<file path="config.mk">
export PLATFORM = sky130hd
export DESIGN_NAME = bus_write_queue
export DESIGN_NICKNAME = d
export VERILOG_FILES = /design/src/rtl/bus_write_queue.sv
export SDC_FILE = /design/constraint.sdc
export NUM_CORES = 1
export LEC_CHECK = 0
export CAP_MARGIN = 5
export CORE_MARGIN = 4
export CORE_UTILIZATION = 41
export CTS_BUF_LIST = sky130_fd_sc_hd__clkbuf_8
export CTS_CLUSTER_DIAMETER = 50
export DETAILED_ROUTE_END_ITERATION = 16
export GPL_TIMING_DRIVEN = 0
export PLACE_DENSITY = 0.58
export REMOVE_ABC_BUFFERS = 1
export SYNTH_ARGS = -nofsm -noshare
export SYNTH_HDL_FRONTEND = slang
export SYNTH_SLANG_ARGS = --single-unit
</file>
<file path="constraint.sdc">
create_clock -name clk -period 3.3 [get_ports clk]
set_clock_uncertainty 0.1 [all_clocks]
set_input_delay 0.66 -clock clk [delete_from_list [all_inputs] [get_ports clk]]
set_output_delay 0.66 -clock clk [all_outputs]
set_load 0.02 [all_outputs]
</file>
<file path="src/rtl/bus_write_queue.sv">
// Host-bus write front end: synchronizes the 6502-style bus, queues completed
// writes as {rs,data}, and drains them into the register file / screen-RAM port.
module bus_write_queue #(
  parameter int DEPTH       = 8,
  parameter int SYNC_STAGES = 2
) (
  input  logic                     clk,
  input  logic                     rst,
  input  logic                     clk_ext1,
  input  logic                     cs,
  input  logic                     wren,
  input  logic [3:0]               rs,
  input  logic [7:0]               data_in,
  output logic [7:0]               mode_o,
  output logic [7:0]               ctrl_o,
  output logic [15:0]              scr_wr_addr,
  output logic [7:0]               scr_wr_data,
  output logic                     scr_wr_en,
  input  logic                     scr_wr_ready,
  output logic [$clog2(DEPTH):0]   fifo_level,
  output logic                     overflow
);

  localparam int AW = $clog2(DEPTH);
  localparam logic [AW:0] DEPTH_L = (AW + 1)'(DEPTH);

  typedef enum logic {IDLE, EXEC} state_t;

  logic [SYNC_STAGES-1:0] ext_sync, cs_sync, wren_sync;
  logic                   ext_s, cs_s, wren_s, ext_prev;
  logic                   pending;
  logic [3:0]             hold_rs;
  logic [7:0]             hold_data;
  logic                   push, pop, push_ok;

  logic [11:0]            mem [DEPTH];
  logic [AW-1:0]          wr_ptr, rd_ptr;
  logic [11:0]            head;

  state_t                 state;
  logic [3:0]             entry_rs;
  logic [7:0]             entry_data;
  logic [7:0]             regs [16];

  // Synchronizers come out of reset at bus-idle levels so no phantom write is seen
  always_ff @(posedge clk or posedge rst) begin
    if (rst) begin
      ext_sync  <= '0;
      cs_sync   <= '1;
      wren_sync <= '1;
    end else begin
      ext_sync  <= {ext_sync[SYNC_STAGES-2:0], clk_ext1};
      cs_sync   <= {cs_sync[SYNC_STAGES-2:0], cs};
      wren_sync <= {wren_sync[SYNC_STAGES-2:0], wren};
    end
  end

  assign ext_s  = ext_sync[SYNC_STAGES-1];
  assign cs_s   = cs_sync[SYNC_STAGES-1];
  assign wren_s = wren_sync[SYNC_STAGES-1];

  assign push    = ext_prev & ~ext_s & pending;
  assign pop     = (state == IDLE) && (fifo_level != '0);
  assign push_ok = push && ((fifo_level < DEPTH_L) || pop);
  assign head    = mem[rd_ptr];

  // Data is re-latched every cycle of phase 2 so the last value before the falling edge wins
  always_ff @(posedge clk or posedge rst) begin
    if (rst) begin
      ext_prev  <= 1'b0;
      pending   <= 1'b0;
      hold_rs   <= '0;
      hold_data <= '0;
    end else begin
      ext_prev <= ext_s;
      if (ext_s && !cs_s && !wren_s) begin
        hold_rs   <= rs;
        hold_data <= data_in;
        pending   <= 1'b1;
      end else if (push) begin
        pending <= 1'b0;
      end
    end
  end

  always_ff @(posedge clk) begin
    if (push_ok)
      mem[wr_ptr] <= {hold_rs, hold_data};
  end

  always_ff @(posedge clk or posedge rst) begin
    if (rst) begin
      wr_ptr     <= '0;
      rd_ptr     <= '0;
      fifo_level <= '0;
      overflow   <= 1'b0;
    end else begin
      if (push_ok)
        wr_ptr <= wr_ptr + 1'b1;
      if (pop)
        rd_ptr <= rd_ptr + 1'b1;
      if (push_ok && !pop)
        fifo_level <= fifo_level + 1'b1;
      else if (!push_ok && pop)
        fifo_level <= fifo_level - 1'b1;
      if (push && !push_ok)
        overflow <= 1'b1;
    end
  end

  // Screen writes raise the request on the pop edge so the RAM port sees it one cycle later
  always_ff @(posedge clk or posedge rst) begin
    if (rst) begin
      state       <= IDLE;
      entry_rs    <= '0;
      entry_data  <= '0;
      scr_wr_en   <= 1'b0;
      scr_wr_data <= '0;
      for (int i = 0; i < 16; i++)
        regs[i] <= '0;
    end else begin
      case (state)
        IDLE: begin
          if (pop) begin
            entry_rs   <= head[11:8];
            entry_data <= head[7:0];
            state      <= EXEC;
            if (head[11:8] == 4'd1) begin
              regs[1]     <= head[7:0];
              scr_wr_en   <= 1'b1;
              scr_wr_data <= head[7:0];
            end
          end
        end
        EXEC: begin
          if (entry_rs == 4'd1) begin
            if (scr_wr_ready) begin
              scr_wr_en <= 1'b0;
              if (regs[2][0])
                {regs[4], regs[3]} <= {regs[4], regs[3]} + 16'd1;
              state <= IDLE;
            end
          end else begin
            regs[entry_rs] <= entry_data;
            state          <= IDLE;
          end
        end
        default: state <= IDLE;
      endcase
    end
  end

  assign mode_o      = regs[0];
  assign ctrl_o      = regs[2];
  assign scr_wr_addr = {regs[4], regs[3]};

endmodule
</file>
# Yosys cells after proc, flatten, opt, wreduce, memory -nomap -nowiden
# Memories as Yosys holds them, arrays and structs flattened.
# Index checks and enable logic that the tools add are counted.
# totals
ramBits	96
in_bits	18
n_memories	1
elab_cells	103
ff_bits	181
# mem_list
name	depth	word_bits	read_ports	rd_clocked_by_memory_dff	wr	line_no	rtl
mem	8	12	1	0	1	36	logic [11:0] mem [DEPTH];
# op_classes
n_lt_le_gt_ge	3
bitwise_logic	6
n_reduce_logical	22
n_eq_ne	9
n_addsub	5
n_mux	25
# op_table
operator	n
$bwmux 128	1
$mux 16	4
$demux 8 s4	1
$mux 8	3
$add 16x1->16 const B	1
$pmux 8 s2	1
$mux 1	11
$ne 2x2->1 const B	5
$reduce_and 3->1	3
$eq 4x1->1 const B	2
$logic_and 1x1->1	8
$mux 4	2
$add 3x1->3 const B	2
$ge 5x5->1 const B	1
$lt 5x1->1 const B	1
$not 4->5	1
$add 4x1->4 const B	1
$logic_not 1->1	4
$lt 4x4->1 const B	1
$ne 2x1->1 const B	2
$pmux 1 s2	2
$reduce_and 2->1	2
$reduce_and 4->1	1
$reduce_bool 2->1	2
5 further kinds	8

# Longest topological paths before layout
# Gate-level depths: netlist of the first run.
# logic_depth
ltp_word	8
depth_mapped	13
depth_no_buf	11

# Worst setup path after synthesis of the first run
# OpenSTA, ideal clock, no wires.
# synth_timing
path_kind	flip-flop to flip-flop
start	reg fifo_level[0]
end	reg fifo_level[3]
stages_incl_launch_ff	13
synth_period_minus_slack_ns	2.744
setup_slack_ns	0.556
arrival_time_ns	2.511
setup_ns	0.133
path_cell_list	dfrtp_1 -> nor4_1 -> nor2_1 -> inv_1 -> clkbuf_1 -> ha_1 -> inv_1 -> ha_1 -> a21o_1 -> a21oi_1 -> xnor2_1 -> nor2_1 -> xor2_1
# synth_via
elab_chain_cells	7
elab_cells_between_ends	14
cone_classes	add/sub (2); order compare (1); mux (2); reduce/logical (9)
# synth_lines
item	line_no	rtl
start: declaration	20	output logic [$clog2(DEPTH):0] fifo_level,
start signal: assignment	103	fifo_level <= fifo_level + 1'b1;
start signal: assignment	105	fifo_level <= fifo_level - 1'b1;
parallel branches: the longest is 7 deep, another holds $lt 4x4->1	n/a	
# Parallel ways; which one is timed is not known. The select of a mux whose other input is x is not followed.
# A chain may end at the register's enable or synchronous reset.

# Worst setup path in the final report of the first run
# layout_timing
start	reg rd_ptr[2]
end	reg scr_wr_data[1]
# layout_via
elab_chain_cells	3
# layout_lines
item	line_no	rtl
start: declaration	37	logic [AW-1:0] wr_ptr, rd_ptr;
start signal: assignment	101	rd_ptr <= rd_ptr + 1'b1;
$mem_v2 8x12 *	n/a	
$eq 4x1->1	128	if (head[11:8] == 4'd1) begin
$reduce_and 3->1 (no line)	n/a	
end signal: assignment	131	scr_wr_data <= head[7:0];
end: declaration	17	output logic [7:0] scr_wr_data,
# Mark *: on every way between the ends. The rest lies on a longest branch, timed or not.

==> results_tabular.tex, run 1 <==
\begin{tabular}{lr}
\hline
Metric & Value \\
\hline
\multicolumn{2}{l}{\textbf{Timing}} \\
Slew Viols, Final & 0 \\
RSZ-0062 raised after global routing & false \\
Worst path setup slack after routing & 181.8 ps \\
Total negative setup slack & 0 ps \\
Post-route worst hold slack & 260.5 ps \\
Total setup violations reported at the end of the flow & 0 \\
Slew at the pin closest to its max-slew limit & about 1200 ps \\
Highest attainable clock frequency & 0.3207 GHz \\
Final period util & 94.49\% \\
Number of hold-slack violations in the final timing report & 0 \\
Minimum clock period & 3118 ps \\
Normalized max-slew margin & 15.22\% \\
\multicolumn{2}{l}{\textbf{Logic synthesis}} \\
Yosys synthesis warning count & 0 \\
Distinct cell type count after synthesis & 51 \\
Cell area after technology mapping & 7438 µm² \\
Number of synthesized flops with an enable pin & 96 \\
Mean instance size in the synthesized netlist & 15.43 µm² \\
Arithmetic-cell share of the synthesized area counting full adders, half adders and majority gates & 1.278\% \\
Area share of xor/xnor cells in the synthesized design & 1.060\% \\
Share of flip-flops with an asynchronous set or reset after synthesis & between 40\% and 50\% \\
Cell types with the largest area share after synthesis & sky130\_fd\_sc\_hd\_\_edfxtp\_1 (39\%), sky130\_fd\_sc\_hd\_\_dfrtp\_1 (27\%), sky130\_fd\_sc\_hd\_\_mux2\_2 (6.7\%) \\
Complex-gate fraction of the synthesized area & 4.962\% \\
Seq cells post-synth & 181 \\
Area fraction of the dominant cell type after synthesis & 38.76\% \\
Post-synth top flop & sky130\_fd\_sc\_hd\_\_edfxtp\_1 \\
Register area share after synthesis & 67.42\% \\
Share of synthesized area spent on multiplexers & 15.64\% \\
Largest family of logic cells by synthesized area & multiplexers \\
Basic-gate share of the synthesized area counting and, or, nand and nor cells & $\sim$8.0\% \\
Synthesized instance count & 482 \\
Cell type contributing the most total cell area after synthesis & sky130\_fd\_sc\_hd\_\_edfxtp\_1 \\
\multicolumn{2}{l}{\textbf{Clocking}} \\
TritonCTS buffer count & 17 \\
Clock latency at the later pin of the worst-skew pair & 450 ps \\
Total number of H-tree levels & 4 \\
Number of hold buffers added after cts & 0 \\
Clock tree buffer depth & 2 \\
Sinks on the clock net & 181 \\
Root Buffer & sky130\_fd\_sc\_hd\_\_clkbuf\_8 \\
CTS tree & done \\
Register clock-pin slew on the reported worst setup and hold paths & about 90 ps \\
\multicolumn{2}{l}{\textbf{Setup path}} \\
Critical Setup Path Class & reg2reg \\
Reg-to-reg critical path startpoint & rd\_ptr[2]\$\_DFFE\_PP0P\_ \\
Cell depth of the worst flop-to-flop path & 5 \\
Register-to-register setup slack & 180 ps \\
Launching element type of the critical path & flip-flop \\
Nature of the critical path endpoint & flip-flop \\
Largest fanout on the critical path & 19 \\
Reg-to-Reg End & scr\_wr\_data[1]\$\_DFFE\_PP0P\_ \\
Data required, critical path & 3530 ps \\
Arrival time at the worst endpoint & 3350 ps \\
\multicolumn{2}{l}{\textbf{Floorplan}} \\
Effective utilization at floorplan & between 40\% and 50\% \\
Die extent in y & 142.7 µm \\
Rows & between 40 and 50 \\
Num ports & 64 \\
Core ar. & around 18000 µm² \\
Die ar. & between 20000 and 25000 µm² \\
Width of the die & 142.7 µm \\
\multicolumn{2}{l}{\textbf{Hold path}} \\
Cell count of the worst hold path & 0 \\
Worst hold-check path type & reg2reg \\
Hold-critical path endpoint & ext\_sync[1]\$\_DFF\_PP0\_ \\
Worst hold start & ext\_sync[0]\$\_DFF\_PP0\_ \\
\multicolumn{2}{l}{\textbf{Final layout}} \\
Count of filler cells inserted in the layout & around 1500 \\
Number of standard cells in the layout, taps in and fillers out & 793 \\
Commonest non-fill, non-tap cell in the layout & sky130\_fd\_sc\_hd\_\_edfxtp\_1 \\
Most frequent cells in the layout & sky130\_fd\_sc\_hd\_\_edfxtp\_1 (96), sky130\_fd\_sc\_hd\_\_dfrtp\_1 (80), sky130\_fd\_sc\_hd\_\_clkdlybuf4s50\_1 (63), sky130\_fd\_sc\_hd\_\_mux2\_2 (44), sky130\_fd\_sc\_hd\_\_nor2\_1 (41) \\
Synth-to-Final Area Change & 18.81\% \\
Share of post-route cells with drive strength above 1 & between 20\% and 30\% \\
Final design utilization & 50.39\% \\
Post-route cell area & 8837 µm² \\
Total inserted antenna cells & 0 \\
Nets@finish & 580 \\
Multi-input logic area & between 2000 and 2500 µm² \\
Sequential standard cell area & 5019 µm² \\
\multicolumn{2}{l}{\textbf{Global routing}} \\
Via count of the first global-routing pass & 4380 \\
Number of antenna violations at the first check in global routing & 0 \\
Wire length of the first global-routing pass & 24540 µm \\
Global-route total usage across every layer & between 10\% and 20\% \\
Pin count of the biggest net entering global routing & 70 \\
Global-route congestion overflow total & 0 \\
\multicolumn{2}{l}{\textbf{Power}} \\
Power Dens Cells & around 850 nW/µm² \\
Maximum VDD drop & 0.4865 mV \\
Design Power & between 7 and 8 mW \\
Leak Pwr & 3.243 nW \\
\multicolumn{2}{l}{\textbf{Drt}} \\
Residual antenna-violating net count after detailed routing & 0 \\
Average wire length per cell after detail routing & a little under 20 µm \\
Drt first-iter violations & 227 \\
Final routed wirelength across all metal layers & around 15000 µm \\
Number of DRC violations after detailed routing & 0 \\
Number of detailed-routing iterations run before antenna repair & 4 \\
Vias & about 4300 \\
DR vias/cell & between 5 and 6 \\
\multicolumn{2}{l}{\textbf{Place}} \\
Post-place instance area & 8404 µm² \\
Final weighted congestion of routability-driven global placement & roughly 0.84 \\
Half-perimeter wire length after detailed placement & approximately 10000 µm \\
Port-buffer cells & 63 \\
Setup slack at placement & -274.9 ps \\
Number of instances in the placed design & 758 \\
\multicolumn{2}{l}{\textbf{Run}} \\
Max-cap violation count & 0 \\
\multicolumn{2}{l}{\textbf{Status}} \\
Run status & completed \\
\hline
\end{tabular}
-- final cells by class --
type                            count  share of cell area, %
Timing Repair Buffer               75                  8.863
Clock inverter                     14                  1.501
Tap cell                          225                  3.186
Inverter                            7                 0.3256
Multi-Input combinational cell    273                  26.53
Sequential cell                   181                  56.79
Clock buffer                       18                  2.803
-- sequential cells by signal (all words and copies together) (netlist names), 3 cells and up --
register	cells
scr_wr_data	8
entry_rs	4
wr_ptr	3
hold_rs	4
mem	96
entry_data	8
mode_o	8
scr_wr_addr	16
ctrl_o	8
fifo_level	4
rd_ptr	3
hold_data	8
-- kinds of logic after synthesis --
group,Yosys count
flops,181
simple gates,124
mux,77
compound gates,56
buf+inv,28
xor+xnor,9
fa+ha+maj,7
-- cells in the mapped netlist, types with 6 or more instances --
library cell               count
sky130_fd_sc_hd__xnor2_1       8
sky130_fd_sc_hd__a21oi_1      17
sky130_fd_sc_hd__nor2_1       42
sky130_fd_sc_hd__edfxtp_1     96
sky130_fd_sc_hd__nand3_1      12
sky130_fd_sc_hd__nand2b_1      8
sky130_fd_sc_hd__dfrtp_1      81
sky130_fd_sc_hd__mux4_1        6
sky130_fd_sc_hd__ha_1          6
sky130_fd_sc_hd__nand2_1      29
sky130_fd_sc_hd__clkbuf_1     14
sky130_fd_sc_hd__o21ai_0       9
sky130_fd_sc_hd__mux4_2       16
sky130_fd_sc_hd__inv_1         7
sky130_fd_sc_hd__mux2_2       44
sky130_fd_sc_hd__mux2_4        8
sky130_fd_sc_hd__nor3_1        8
-- per-layer routing --
metal / up-vias / track usage, % / share of wire (%)
met5: - / 0 / 0
met4: 0 / 3.902 / 0.91
met3: 11 / 4.052 / 3.8
met2: 96 / 26.09 / 51
met1: 2188 / 21.06 / 45
li1: 1970 / - / -
-- power breakdown --
group / switching (mW) / internal [mW]
Sequential: 0.692 / 2.87
Combinational: 1.17 / 1.37
Clock: 0.802 / 0.629
-- repair_timing --
item                                    in CTS  in global routing
endpoints found under the setup margin      10                  9
resized for setup                            2                  1
buffers inserted                             0                  1
pin swaps                                    0                  0
-- worst max-delay path by stage --
stage                         startpoint                    endpoint  slack (ps)  cells past startpoint
3_5_place_dp   fifo_level[0]$_DFFE_PP0P_   fifo_level[3]$_DFFE_PP0P_        -270                     11
2_1_floorplan      rd_ptr[0]$_DFFE_PP0P_  scr_wr_data[0]$_DFFE_PP0P_         -70                      5
5_1_grt        fifo_level[0]$_DFFE_PP0P_   fifo_level[3]$_DFFE_PP0P_          40                     11
4_1_cts            rd_ptr[0]$_DFFE_PP0P_  scr_wr_data[5]$_DFFE_PP0P_          70                      5
3_3_place_gp                         rst    hold_data[4]$_DFFE_PP0P_       -1070                      2
6_report           rd_ptr[2]$_DFFE_PP0P_  scr_wr_data[1]$_DFFE_PP0P_         180                      5
-- worst max-delay path, stage by stage, from the launching register on --
cell	delay (ps)
sky130_fd_sc_hd__dfrtp_1	950
sky130_fd_sc_hd__mux4_1	410
sky130_fd_sc_hd__mux2_2	320
sky130_fd_sc_hd__nor2_1	80
sky130_fd_sc_hd__or4b_1	740
sky130_fd_sc_hd__mux2_4	400
No activity file was read; power rests on OpenSTA's default activity.
==> inputs of run 2 (changes only) <==
CORE_MARGIN = 2   (was 4)
PLACE_DENSITY = 0.69   (was 0.58)
==> run 2 against run 1 <==
Net effect:
- global-route usage fell by 0.31 points
- via count rose by 0.38%
- sequential power barely moved
- fmax increased by 0.59%
- flip-flop and latch count unchanged
- routed wire length down 6.5%
- first-iteration DRC count rose by 61%
- combinational power is 4% lower
- core utilization down 1.1 points
- critical path depth unchanged
- critical endpoint is now scr_wr_data[6]$_DFFE_PP0P_
- critical path type unchanged
- highest routed layer unchanged
==> results_tabular.tex, run 2 (synthesis results as in run 1) <==
\begin{tabular}{lr}
\hline
Metric & Value \\
\hline
\multicolumn{2}{l}{\textbf{Final layout}} \\
Most frequent cells in the layout & sky130\_fd\_sc\_hd\_\_edfxtp\_1 (96), sky130\_fd\_sc\_hd\_\_dfrtp\_1 (80), sky130\_fd\_sc\_hd\_\_clkdlybuf4s50\_1 (63), sky130\_fd\_sc\_hd\_\_mux2\_2 (44), sky130\_fd\_sc\_hd\_\_nor2\_1 (41) \\
Synth-to-Final Area Change & 18.74\% (about the same) \\
Top register by number of flip-flops & mem \\
Nets@finish & 580 (unchanged) \\
Share of post-route cells with drive strength above 1 & 22.36\% (+0.18 points) \\
Largest register FFs & 96 (unchanged) \\
Number of standard cells in the layout, taps in and fillers out & 797 (+0.50\%) \\
Commonest non-fill, non-tap cell in the layout & sky130\_fd\_sc\_hd\_\_edfxtp\_1 \\
Post-route cell area & 8832 µm² (about the same) \\
Total inserted antenna cells & 0 (unchanged) \\
\multicolumn{2}{l}{\textbf{Setup path}} \\
Register-to-register setup slack & 200 ps (+20 ps) \\
Nature of the critical path endpoint & flip-flop \\
Arrival time at the worst endpoint & 3330 ps (-20 ps) \\
Data required, critical path & 3530 ps (about the same) \\
Launching element type of the critical path & flip-flop \\
Critical Setup Path Class & reg2reg \\
Slowest stage cell on the critical path & sky130\_fd\_sc\_hd\_\_dfrtp\_4 \\
Reg-to-reg critical path startpoint & rd\_ptr[0]\$\_DFFE\_PP0P\_ \\
Gate family responsible for the most delay along the worst path & multiplexers \\
Cells traversed along the worst timing path & mux4\_1 > mux2\_2 > nor2\_1 > or4b\_1 > mux2\_4 \\
Cell depth of the worst flop-to-flop path & 5 (unchanged) \\
CP bufs+invs & 0 (unchanged) \\
Capturing instance or port of the critical path & scr\_wr\_data[6]\$\_DFFE\_PP0P\_ \\
Cell count along the critical path & 5 (unchanged) \\
Biggest cell delay along the critical path & 760 ps (-190 ps) \\
Largest fanout on the critical path & 29 (+10) \\
Reg-to-Reg End & scr\_wr\_data[6]\$\_DFFE\_PP0P\_ \\
Crit path from & rd\_ptr[0]\$\_DFFE\_PP0P\_ \\
\multicolumn{2}{l}{\textbf{Floorplan}} \\
Core ar. & 17900 µm² (+2.1\%) \\
Die ar. & 19240 µm² (-5.5\%) \\
Num ports & 64 (unchanged) \\
Effective utilization at floorplan & 41.55\% (-0.87 points) \\
Rows & 49 (+2.1\%) \\
Die extent in y & 138.7 µm (-2.8\%) \\
Width of the die & 138.7 µm (-2.8\%) \\
\multicolumn{2}{l}{\textbf{Power}} \\
Maximum VDD drop & 0.4655 mV (-4.3\%) \\
Cell-internal power & 4.849 mW (-0.59\%) \\
Combinational share of power & 32.8\% (-1.0 points) \\
Design Power & 7.454 mW (-1.2\%) \\
Leak Pwr & 3.241 nW (about the same) \\
Sequential Power Share & 48.2\% (+0.9 points) \\
Share of total power consumed by net switching & 34.95\% (-0.40 points) \\
Clock Power Share & 19.0\% (about the same) \\
Net Sw Power & 2.605 mW (-2.3\%) \\
Power Dens Cells & 843.9 nW/µm² (-1.2\%) \\
\multicolumn{2}{l}{\textbf{Place}} \\
Final weighted congestion of routability-driven global placement & 0.8457 (about the same) \\
Half-perimeter wire length after detailed placement & 9858 µm (-5.2\%) \\
Number of instances in the placed design & 762 (+0.53\%) \\
Port-buffer cells & 63 (unchanged) \\
Post-place instance area & 8413 µm² (+0.10\%) \\
\multicolumn{2}{l}{\textbf{Clocking}} \\
Number of hold buffers added after cts & 0 (unchanged) \\
Register clock-pin slew on the reported worst setup and hold paths & 90 ps (about the same) \\
Clock tree buffer depth & 2 (unchanged) \\
TritonCTS buffer count & 17 (unchanged) \\
Root Buffer & sky130\_fd\_sc\_hd\_\_clkbuf\_8 \\
Total number of H-tree levels & 4 (unchanged) \\
Sinks on the clock net & 181 (unchanged) \\
Clock latency at the later pin of the worst-skew pair & 460 ps (about the same) \\
Total setup buffers inserted after CTS & 0 (unchanged) \\
CTS tree & done \\
\multicolumn{2}{l}{\textbf{Drt}} \\
Number of DRC violations after detailed routing & 0 (unchanged) \\
Average wire length per cell after detail routing & 17.93 µm (-7.0\%) \\
Residual antenna-violating net count after detailed routing & 0 (unchanged) \\
Vias & 4281 (+0.38\%) \\
Number of detailed-routing iterations run before antenna repair & 4 (unchanged) \\
Final routed wirelength across all metal layers & 14290 µm (-6.5\%) \\
Drt first-iter violations & 365 (+61\%) \\
DR vias/cell & 5.371 (-0.13\%) \\
\multicolumn{2}{l}{\textbf{Timing}} \\
Normalized max-slew margin & 26.63\% (+11 points) \\
Post-route worst hold slack & 260.8 ps (+0.3110 ps) \\
Slew at the pin closest to its max-slew limit & 1100 ps (-139.1 ps) \\
Number of hold-slack violations in the final timing report & 0 (unchanged) \\
RSZ-0062 raised after global routing & false \\
Total negative setup slack & 0 ps (unchanged) \\
Highest attainable clock frequency & 0.3226 GHz (+0.59\%) \\
Slew Viols, Final & 0 (unchanged) \\
Total setup violations reported at the end of the flow & 0 (unchanged) \\
Minimum clock period & 3100 ps (-18.31 ps) \\
Final period util & 93.94\% (-0.55 points) \\
\multicolumn{2}{l}{\textbf{Global routing}} \\
Global-route congestion overflow total & 0 (unchanged) \\
Via count of the first global-routing pass & 4299 (-1.8\%) \\
Pin count of the biggest net entering global routing & 52 (-26\%) \\
Wire length of the first global-routing pass & 23000 µm (-6.3\%) \\
Number of antenna violations at the first check in global routing & 0 (unchanged) \\
Global-route total usage across every layer & 15.48\% (-0.31 points) \\
\multicolumn{2}{l}{\textbf{Hold path}} \\
Worst hold-check path type & reg2reg \\
\multicolumn{2}{l}{\textbf{Run}} \\
Max-cap violation count & 0 (unchanged) \\
\multicolumn{2}{l}{\textbf{Status}} \\
Run status & completed \\
\hline
\end{tabular}
==> run 2: cell types whose count changed in the layout (fill, tap and decap cells not counted), sizes merged <==
cell	change
clkinv	+1
clkinvlp	-1
==> run 2: timing repair <==
action | CTS | global route
setup endpoints to repair | 10 | 1
pin swaps | 0 | 0
resized for setup | 2 | 1
==> run 2: final cells by class <==
class,count,area [µm²]
fill,1480,9070
sequential,181,5019
multi-input combinational,273,2346
timing repair buffer,75,778.2
tap,229,286.5
clock buffer,18,247.7
clock inverter,14,126.4
inverter,7,28.78
==> run 2: power by group through the flow <==
stage               Combinational, mW  Clock, mW  Sequential [mW]
floorplan                        1.34          0             3.69
global placement                 2.37          0             3.60
detailed placement               2.46          0             3.65
CTS                              2.47       1.46             3.61
global route                     2.66       1.55             3.70
finish                           2.45       1.42             3.59
==> run 2: per-stage QoR <==
step	utilization, %	setup WS [ps]
final	49.34	200.1
after global routing	49.34	23.94
after CTS	49.11	134.3
after detailed placement	46.99	-266.3
after global placement	46.14	-937.7
after floorplan	-	-65.71
==> run 2: worst min-delay path by stage <==
stage | start | endpoint | slack, ps | depth (start not counted)
CTS | cs_sync[0]$_DFF_PP1_ | cs_sync[1]$_DFF_PP1_ | 260 | 0
global route | wren_sync[0]$_DFF_PP1_ | wren_sync[1]$_DFF_PP1_ | 270 | 0
global placement | ext_sync[0]$_DFF_PP0_ | ext_sync[1]$_DFF_PP0_ | 230 | 0
floorplan | ext_sync[0]$_DFF_PP0_ | ext_sync[1]$_DFF_PP0_ | 230 | 0
finish | cs_sync[0]$_DFF_PP1_ | cs_sync[1]$_DFF_PP1_ | 260 | 0
detailed placement | ext_sync[0]$_DFF_PP0_ | ext_sync[1]$_DFF_PP0_ | 240 | 0
==> run 2: routing by layer <==
layer,up-vias,part of all wire (%),track usage [%]
met3,19,5.3,4.247
met5,-,0,0
met4,0,1.6,4.466
li1,1966,-,-
met1,2165,42,19.66
met2,131,51,26.29
==> variant 1: new RTL, config.mk and constraints of run 1 <==
Register the output `fifo_level` once more, with the module's reset; this adds one clock of latency there. The other outputs are not delayed to match.
--- a/src/rtl/bus_write_queue.sv
+++ b/src/rtl/bus_write_queue.sv
@@ -27,2 +27,4 @@
   typedef enum logic {IDLE, EXEC} state_t;
+
+  logic [$clog2(DEPTH):0] fifo_level_s0;
 
@@ -62,4 +64,4 @@
   assign push    = ext_prev & ~ext_s & pending;
-  assign pop     = (state == IDLE) && (fifo_level != '0);
-  assign push_ok = push && ((fifo_level < DEPTH_L) || pop);
+  assign pop     = (state == IDLE) && (fifo_level_s0 != '0);
+  assign push_ok = push && ((fifo_level_s0 < DEPTH_L) || pop);
   assign head    = mem[rd_ptr];
@@ -94,3 +96,3 @@
       rd_ptr     <= '0;
-      fifo_level <= '0;
+      fifo_level_s0 <= '0;
       overflow   <= 1'b0;
@@ -102,5 +104,5 @@
       if (push_ok && !pop)
-        fifo_level <= fifo_level + 1'b1;
+        fifo_level_s0 <= fifo_level_s0 + 1'b1;
       else if (!push_ok && pop)
-        fifo_level <= fifo_level - 1'b1;
+        fifo_level_s0 <= fifo_level_s0 - 1'b1;
       if (push && !push_ok)
@@ -156,2 +158,10 @@
 
+  always_ff @(posedge clk or posedge rst) begin
+    if (rst) begin
+      fifo_level <= '0;
+    end else begin
+      fifo_level <= fifo_level_s0;
+    end
+  end
+
 endmodule
Function: changed (Yosys sat finds a counterexample within 10 cycles, from zero or initial values and one cycle with rst high).
==> variant 1 against run 1 <==
Synthesized area grew 0.25%; worst setup slack lost 42 ps; total power shrank 1.1%; final area shrank 0.21%; final cell count shrank 0.25%; sequential cell count grew 4; fmax shrank 1.3%; wire length shrank 6.4%; largest cell class unchanged.
==> variant 1: results <==
metrics = {
    "grt": {
        "use_met2_pct": 24.7,
        "grt_pass1_wl_um": 23300,
        "grtUsageMet3_pct": 3.25,
        "met1_usage_pct": 19.6,
        "grt_max_degree": 64,
        "grt_pass1_vias": 4271,
        "track_usage_pct": 15.0,
        "antenna_found_initial": 0,
    },
    "synthesis": {
        "ys_seq_area_share_pct": 68.6,
        "synthTopCellsByCount": "edfxtp_1 (96), dfrtp_1 (85), mux2_2 (41), nor2_1 (32), nand2_1 (29)",
        "synth.top_cells.by_area": "edfxtp_1 (39%), dfrtp_1 (29%), mux2_2 (6.2%)",
        "avgSynthCellArea_um2": 15.7,
        "ys_async_sr_fraction_pct": 48.1,
        "ys_seq_elements": 185,
    },
    "placed_design": {
        "dp_hpwl_um": 9800,
        "gp_routability_congestion": 0.812,
        "dp.cells": 757,
    },
    "finish": {
        "nMultiInputCombCells": 263,
        "n_fill_cell": 1565,
        "inv_count": 9,
        "clkCellAreaFrac_pct": 4.10,
        "drive_gt1_share_pct": 21.5,
        "buf_share_pct": 8.56,
        "multiInputGateArea_um2": 2260,
        "nNonClkBuffers": 73,
        "clkbuf_count": 17,
        "sh_seq_area_pct": 58.0,
        "fin_nets": 574,
    },
    "clock_network": {
        "clockRootBuffer": "clkbuf_8",
        "clk_pin_slew_ps": 90,
        "cts_resized": 2,
    },
    "route": {
        "dr_wl_met2_um": 7230,
        "avgViaCountPerCell": 5.29,
        "wl_met3_um": 648,
        "drt-met1-wl_um": 6190,
        "vias": 4186,
        "firstDrtPassIters": 4,
        "drt_iter0_markers": 237,
        "wl_per_cell_um": 18.1,
    },
    "outcome": {
        "status": "complete, no violations",
    },
    "critical_path": {
        "cp-startpoint": "rd_ptr[0]",
        "cp_max_fo": 29,
        "r2r-end": "scr_wr_data[7]",
        "r2r_setup_slack_ps": 140,
        "arrival_ps": 3400,
    },
    "timing": {
        "tightest_slew_ps": 1210,
    },
    "pwr": {
        "p_leak_nw": 3.28,
        "irDropWorstVdd_uv": 446,
    },
}
==> variant 1: cell count changes in the layout (fill, tap and decap cells not counted), sizes merged, moves of 3 or more <==
cell,delta
or3,+5
a2bb2oi,-4
o31ai,-3
nor2,-10
nand3,-5
dfrtp,+4
o21ai,+16
clkinv,+6
o22ai,-3
mux2,-3
buf,-3
==> variant 1: cells by family after synthesis <==
kind of cell,Yosys count,share of synthesized area [%]
AO/OA/AOI/OAI,60,4.90
XOR/XNOR,9,1.06
adder cells (fa/ha/maj),7,1.28
buffers and inverters,26,1.54
flip-flops,185,68.6
multiplexers,75,15.3
AND/OR/NAND/NOR,112,7.35
==> variant 1: metrics by stage <==
step	hold slack (ps)	setup slack [ps]	area [um2]	util [%]
4_1_cts	261	81.2	8790	49.1
2_1_floorplan	231	-65.7	7380	-
6_report	259	140	8820	49.3
3_3_place_gp	236	-1250	8290	46.3
5_1_grt	267	1.22	8820	49.3
3_5_place_dp	242	-133	8430	47.1
==> variant 1: worst max-delay path, cell delays in order (launching register included) <==
cell	delay (ps)
dfrtp_4	780
mux4_1	610
mux2_2	300
nor2_1	90
or4b_1	740
mux2_4	400
==> variant 1: worst min-delay path by stage <==
stage	endpoint	from	slack, ps	depth (start not counted)
after detailed placement	ext_sync[1]	ext_sync[0]	240	0
after global placement	ext_sync[1]	ext_sync[0]	240	0
after CTS	cs_sync[1]	cs_sync[0]	260	0
after global routing	wren_sync[1]	wren_sync[0]	270	0
after floorplan	ext_sync[1]	ext_sync[0]	230	0
final	cs_sync[1]	cs_sync[0]	260	0
==> variant 1: report_power, final <==
group | internal (W) | leakage (nW) | switching, W | total [W]
Sequential | 0.00295 | 1.92 | 0.000687 | 0.00364
Combinational | 0.00133 | 1.18 | 0.00111 | 0.00243
Clock | 0.000598 | 0.184 | 0.000791 | 0.00139
==> variant 2: new RTL, flow settings as in run 1 <==
Made on the original files. The parameter `DEPTH` goes from 8 to 4.
--- a/src/rtl/bus_write_queue.sv
+++ b/src/rtl/bus_write_queue.sv
@@ -3,3 +3,3 @@
 module bus_write_queue #(
-  parameter int DEPTH       = 8,
+  parameter int DEPTH       = 4,
   parameter int SYNC_STAGES = 2
Interface: changed (resized fifo_level); port bits go from 64 to 63. The function was not compared with the original's and may differ.
==> variant 2 against run 1 <==
Largest power group unchanged; synthesized area decreased by 28%; sequential power shrank 25%; total power is 19% lower; hold slack worse by 9.9 ps; critical path depth shrank 1; worst setup slack better by 410 ps; non-clock buffer count shrank 11; final area decreased by 26%; clock power decreased by 8%; wire length is 33% lower; sequential cell count shrank 51.
==> variant 2: results <==
metrics = {
    "finish": {
        "n_fill_cell": 1086,
        "fin_nets": 446,
        "sh_seq_area_pct": 53.4,
        "final_cells": 606,
        "buf_share_pct": 10.1,
        "clkCellAreaFrac_pct": 5.99,
        "nMultiInputCombCells": 202,
        "nNonClkBuffers": 64,
        "multiInputGateArea_um2": 1770,
        "inv_count": 6,
        "clkbuf_count": 17,
    },
    "critical_path": {
        "cp_max_fo": 14,
        "crit_end": "scr_wr_data[4]",
        "timing.rr.start": "rd_ptr[0]",
        "r2r_cells": 4,
        "arrival_ps": 2930,
        "r2r_setup_slack_ps": 590,
    },
    "clock_network": {
        "clk_pin_slew_ps": 70,
    },
    "grt": {
        "grt_pass1_vias": 3129,
        "track_usage_pct": 14.9,
        "grt_max_degree": 48,
    },
    "synthesis": {
        "ys_seq_elements": 130,
        "synth_compound_area_share_pct": 6.78,
        "avgSynthCellArea_um2": 15.2,
        "synth_fa_ha_area_share_pct": 1.78,
        "ys_seq_area_share_pct": 65.6,
        "ys_async_sr_fraction_pct": 63.1,
        "synthMuxAreaShare_pct": 15.9,
        "synth-xor-area-share_pct": 0.985,
        "yosys.cell_types.count": 57,
    },
    "pwr": {
        "irDropWorstVdd_uv": 290,
    },
    "route": {
        "wl_um": 10200,
        "avgViaCountPerCell": 5.20,
        "drt_iter0_markers": 254,
    },
    "outcome": {
        "status": "complete, no violations",
    },
    "min_path": {
        "min_path_type": "flop to flop",
    },
    "placed_design": {
        "gp_routability_congestion": 0.813,
        "dp_hpwl_um": 7030,
        "dp.cells": 574,
        "io_buffers": 62,
    },
}
## variant 2: layer usage
| layer | track usage [%] | wire length, um |
|---|---|---|
| met1 | 19.6 | 4570 |
| met2 | 22.7 | 4820 |
| met3 | 4.55 | 590 |
| met4 | 6.72 | 251 |
| met5 | 0 | 0 |
## variant 2: report_power, final
part	switching, W	internal [W]
logic	0.000967	0.00113
clock network	0.000644	0.000676
registers	0.000537	0.00214
total	0.00215	0.00394
## variant 2: metrics by stage
step	hold WS (ps)	TNS, ps	worst slack, ps	instance area [um2]
after floorplan	231	0	438	5280
after global placement	232	-70860	-908	6120
after detailed placement	235	0	511	6160
after CTS	250	0	495	6560
after global routing	252	0	360	6560
final	251	0	594	6560
## variant 2: worst min-delay path by stage
stage,start,end,slack [ps]
floorplan,ext_sync[0],ext_sync[1],230
global placement,ext_sync[0],ext_sync[1],230
global route,wren_sync[0],wren_sync[1],250
finish,ext_sync[0],ext_sync[1],250
CTS,wren_sync[0],wren_sync[1],250
detailed placement,ext_sync[0],ext_sync[1],230
